===== config.mk =====
export PLATFORM = sky130hd
export DESIGN_NAME = mem_port
export DESIGN_NICKNAME = d
export VERILOG_FILES = /design/src/rtl/mem_port.sv
export SDC_FILE = /design/constraint.sdc
export NUM_CORES = 1
export LEC_CHECK = 0
export BUFFER_PORTS_ARGS = -buffer_cell sky130_fd_sc_hd__buf_2
export CAP_MARGIN = 30
export CORE_MARGIN = 2
export CORE_UTILIZATION = 54
export DETAILED_ROUTE_END_ITERATION = 6
export GPL_ROUTABILITY_DRIVEN = 0
export PLACE_DENSITY_LB_ADDON = 0.15
export SLEW_MARGIN = 15
export SYNTH_ARGS = -nofsm -noshare
export SYNTH_HDL_FRONTEND = slang
export SYNTH_SLANG_ARGS = --single-unit

===== constraint.sdc =====
create_clock -name clk -period 1.95 [get_ports clk]
set_clock_uncertainty 0.2 [all_clocks]
set_input_delay 0.39 -clock clk [delete_from_list [all_inputs] [get_ports clk]]
set_output_delay 0.39 -clock clk [all_outputs]
set_load 0.01 [all_outputs]

===== src/rtl/mem_port.sv =====
// mem_port: byte/word CPU requests split into byte-wide ram transactions with ready handshake and timeout.
// Optional range check on request addresses: MEM_PORT_BOUNDS_CHECK_EN.
module mem_port #(
  parameter int ADDR_W  = 8,
  parameter int SIZE    = 256,
  parameter int TIMEOUT = 15
) (
  input  logic              clk,
  input  logic              reset,
  input  logic              cpu_req,
  input  logic              cpu_we,
  input  logic              cpu_word,
  input  logic [ADDR_W-1:0] cpu_addr,
  input  logic [15:0]       cpu_wdata,
  output logic              cpu_busy,
  output logic              cpu_done,
  output logic [15:0]       cpu_rdata,
  output logic              cpu_err,
  output logic [ADDR_W-1:0] ram_address,
  output logic [7:0]        ram_wdata,
  input  logic [7:0]        ram_rdata,
  output logic              ram_read,
  output logic              ram_write,
  input  logic              ram_ready_r,
  input  logic              ram_ready_w
);
  typedef enum logic [2:0] {IDLE, ACC0, WAIT0, ACC1, WAIT1, FIN} state_t;
  if (SIZE < 1 || SIZE > (1 << ADDR_W) || TIMEOUT < 1 || TIMEOUT > 255) begin : g_bad_params
    $error("mem_port: SIZE or TIMEOUT out of range");
  end
  state_t            state_q;
  logic              we_q, word_q, busy_q, done_q, err_q, rd_q, wr_q;
  logic [ADDR_W-1:0] addr_q, ram_addr_q;
  logic [15:0]       wdata_q, rdata_q;
  logic [7:0]        lo_q, cnt_q, ram_wdata_q;
  logic              ready, reject;
  assign ready = we_q ? ram_ready_w : ram_ready_r;
`ifdef MEM_PORT_BOUNDS_CHECK_EN
  assign reject = (int'(cpu_addr) >= SIZE) || (cpu_word && int'(cpu_addr) + 1 >= SIZE);
`else
  assign reject = 1'b0;
`endif
  always_ff @(posedge clk) begin
    if (reset) begin
      state_q     <= IDLE;
      we_q        <= 1'b0;
      word_q      <= 1'b0;
      busy_q      <= 1'b0;
      done_q      <= 1'b0;
      err_q       <= 1'b0;
      rd_q        <= 1'b0;
      wr_q        <= 1'b0;
      addr_q      <= '0;
      ram_addr_q  <= '0;
      wdata_q     <= '0;
      rdata_q     <= '0;
      lo_q        <= '0;
      cnt_q       <= '0;
      ram_wdata_q <= '0;
    end else begin
      rd_q   <= 1'b0;
      wr_q   <= 1'b0;
      done_q <= 1'b0;
      err_q  <= 1'b0;
      case (state_q)
        IDLE: begin
          busy_q <= 1'b0;
          if (cpu_req && !busy_q) begin
            we_q    <= cpu_we;
            word_q  <= cpu_word;
            addr_q  <= cpu_addr;
            wdata_q <= cpu_wdata;
            busy_q  <= 1'b1;
            // A rejected request holds busy for one cycle alongside its err pulse.
            if (reject) err_q <= 1'b1;
            else begin
              state_q     <= ACC0;
              ram_addr_q  <= cpu_addr;
              ram_wdata_q <= cpu_wdata[7:0];
              rd_q        <= !cpu_we;
              wr_q        <= cpu_we;
            end
          end
        end
        ACC0, ACC1: begin
          state_q <= (state_q == ACC0) ? WAIT0 : WAIT1;
          cnt_q   <= '0;
        end
        WAIT0, WAIT1: begin
          if (ready) begin
            if (!we_q) begin
              if (state_q == WAIT0) begin
                lo_q <= ram_rdata;
                if (!word_q) rdata_q <= {8'h00, ram_rdata};
              end else rdata_q <= {ram_rdata, lo_q};
            end
            if (state_q == WAIT0 && word_q) begin
              state_q     <= ACC1;
              ram_addr_q  <= addr_q + ADDR_W'(1);
              ram_wdata_q <= wdata_q[15:8];
              rd_q        <= !we_q;
              wr_q        <= we_q;
            end else state_q <= FIN;
          end else if (cnt_q == 8'(TIMEOUT - 1)) begin
            err_q   <= 1'b1;
            busy_q  <= 1'b0;
            state_q <= IDLE;
          end else cnt_q <= cnt_q + 8'd1;
        end
        FIN: begin
          done_q  <= 1'b1;
          busy_q  <= 1'b0;
          state_q <= IDLE;
        end
        default: state_q <= IDLE;
      endcase
    end
  end
  assign cpu_busy    = busy_q;
  assign cpu_done    = done_q;
  assign cpu_err     = err_q;
  assign cpu_rdata   = rdata_q;
  assign ram_address = ram_addr_q;
  assign ram_wdata   = ram_wdata_q;
  assign ram_read    = rd_q;
  assign ram_write   = wr_q;
endmodule


==> qor.yml <==
routing:
  antenna_left: 0
  drc: 0
  wl_per_cell_um: 15.9
  met3WireLength_um: 757
  routed_wl_um: 9310
  viasPerCell: 5.84
  drt_iter0_drc: 249
  route.vias.total: 3420
  wl_met2_um: 4520
  drt-met1-wl_um: 3970
  first_pass_iters: 5
  highest_layer: "met4"
clock_network:
  cts_root_buf: "clkbuf_8"
  cts.sinks: 74
  clk_latency_ns: 0.33
  htree_levels: 3
  cts_hold_buffers: 0
  cts_tree: "done"
  clk_pin_slew_worst_paths_ns: 0.08
  numCtsBuffers: 9
  cts_max_path_buffers: 2
synth:
  synth_top_flop_cell: "dfxtp_1"
  synth_edf_count: 0
  ys_seq_elements: 74
  yosysMostFrequentCell: "nand2_1"
  yosysSeqAreaShare_pct: 44.1
  synthCells: 411
  synth_top_cell_area_share_pct: 44.1
  synth_common_cells: "nand2_1, dfxtp_1, a21oi_1"
  synthArstFlopShare_pct: 0
  netlist_top_cells_area: "dfxtp_1, nand2_1, a21oi_1"
  syn-num-nets: 453
  syn_area_per_cell_um2: 8.18
  syn-cell-area_um2: 3360
  yosys.area.top_type: "dfxtp_1"
  synth_cell_type_count: 50
  yosysWarnings: 0
critical_path:
  path_class: "reg -> reg"
  crit_chain: "or4_4 -> o22ai_4 -> clkbuf_16 -> nor2_1 -> a311oi_2"
  critPathLaunchType: "register"
  slowest_stage: "or4_4"
  crit_arrival_ns: 1.99
  cp_slowest_stage_delay_ns: 0.55
  path_buf_inv: 1
  cp-end-kind: "register"
  worstPathMaxFanout: 8
  critPathTopFamily: "simple AND/OR/NAND/NOR gates"
  worstPathRequired_ns: 2.00
floorplanning:
  std_cell_rows: 28
  start_util_pct: 56.4
  die_area_um2: 6870
  io_pins: 76
  die_h_um: 82.9
  core_um2: 5960
  die_w_um: 82.9
global_routing:
  grt_pass1_vias: 3221
  antenna_found_initial: 0
  groute.usage.overall_pct: 25.5
  grt_pass1_wl_um: 14800
  grt.overflow.total: 0
  grt_max_degree: 46
sta:
  setup_viol: 0
  worst_slew_pin_slew_ns: 0.416
  fmax_mhz: 515
  final_hold_viol_count: 0
  period_needed_ns: 1.94
  rsz0062_at_grt: "yes"
  max_slew_margin_pct: 72.2
  period_share_pct: 99.5
  setup_tns_ns: 0
  slew_viol_final: 0
  holdWs_ns: 0.101
cells_and_area:
  drive_gt1_share_pct: 31.7
  finalNetCount: 549
  final_util_pct: 73.9
  antennaDiodeCount: 0
  area_growth_pct: 31.0
power_and_ir_drop:
  p_leak_nw: 1.73
  peakVddDrop_uv: 566
  powerDensity_nw_per_um2: 909
placement:
  port_buffers: 75
  dp_hpwl_um: 6180
hold_path:
  hold_class: "in -> reg"
job:
  cap_violations: 0
status:
  status: "finished clean"
-- state kept, by name (all words and copies together), names as in the netlist --
signal,cells
cpu_busy,1
cpu_err,1
ram_write,1
cpu_done,1
cpu_rdata,16
wdata_q,8
state_q,3
addr_q,8
lo_q,8
ram_read,1
we_q,1
ram_address,8
cnt_q,8
ram_wdata,8
word_q,1
-- cells by family after synthesis --
group | Yosys count | synth area share [%]
fa+ha+maj | 3 | 1.12
buf+inv | 35 | 5.10
xor+xnor | 5 | 1.53
simple gates | 191 | 25.9
flops | 74 | 44.1
mux | 3 | 0.968
compound gates | 100 | 21.3
-- power breakdown --
group	switching (mW)	internal, mW
Combinational	0.480	0.383
Sequential	0.0822	1.62
Clock	0.559	0.876
-- per-stage QoR --
stage / power, mW / instance area, µm² / worst slack, ns / cells
detailed placement: 2.50 / 4010 / -0.0199 / 566
CTS: 3.92 / 4260 / 0.00921 / 581
global route: 4.16 / 4400 / -0.0887 / 586
global placement: 2.47 / 4010 / 0.0562 / 566
finish: 4.00 / 4400 / 0.00916 / 586
floorplan: 2.18 / 3360 / 0.146 / 411
-- what timing repair did --
action                     CTS  global route
pin swaps                    0            14
cloned                       0             2
buffers inserted             0             3
setup endpoints to repair    7            23
gates resized for setup      4            17
-- routing by layer --
layer / vias up / track usage [%]
li1: 1654 / -
met1: 1588 / 33.5
met2: 170 / 41.8
met3: 8 / 5.27
met4: 0 / 8.94
met5: - / 0
-- layout by cell type (no fill, tap or decap), types with 3 or more instances in the layout --
cell type | synthesis | final
nand2_1 | 102 | 101
a31oi_1 | 5 | 5
clkbuf_8 | 0 | 10
nor3_1 | 8 | 8
o21ai_0 | 10 | 10
inv_1 | 5 | 5
nand2b_1 | 3 | 3
a311oi_2 | 9 | 10
buf_2 | 11 | 75
nand4_1 | 6 | 6
buf_4 | 1 | 31
nand3_1 | 28 | 28
o21a_1 | 4 | 4
a21oi_1 | 42 | 42
a311oi_1 | 10 | 9
nor2_1 | 26 | 24
o211ai_1 | 5 | 5
ha_1 | 3 | 3
dfxtp_1 | 74 | 70
buf_12 | 0 | 6
bufinv_16 | 0 | 3
-- layout make-up --
class | instances | area, µm²
flip-flops and latches | 74 | 1490
well taps | 75 | 93.8
repair buffers | 114 | 778
fillers | 444 | 1550
clock buffers | 10 | 138
clock inverters | 5 | 103
inverters | 6 | 22.5
multi-input cells | 302 | 1780
-- path summary, 6_finish.rpt --
check	start	endpoint	slack, ns	depth (start not counted)
setup / recovery	state_q[1]	ram_wdata[1]	0.009	5
hold / removal	cpu_word	word_q	0.10	3
setup reg to reg	state_q[1]	ram_wdata[1]	0.009	5
hold reg to reg	cpu_rdata[8]	cpu_rdata[8]	0.25	2
-- worst min-delay path, delay by kind of cell --
| family | cells | cell delay (ns) |
|---|---|---|
| AOI/OAI and AO/OA | 1 | 0.05 |
| and+or+nand+nor | 1 | 0.05 |
| buffers and inverters | 1 | 0.10 |
(Power assumes the default switching activity.)
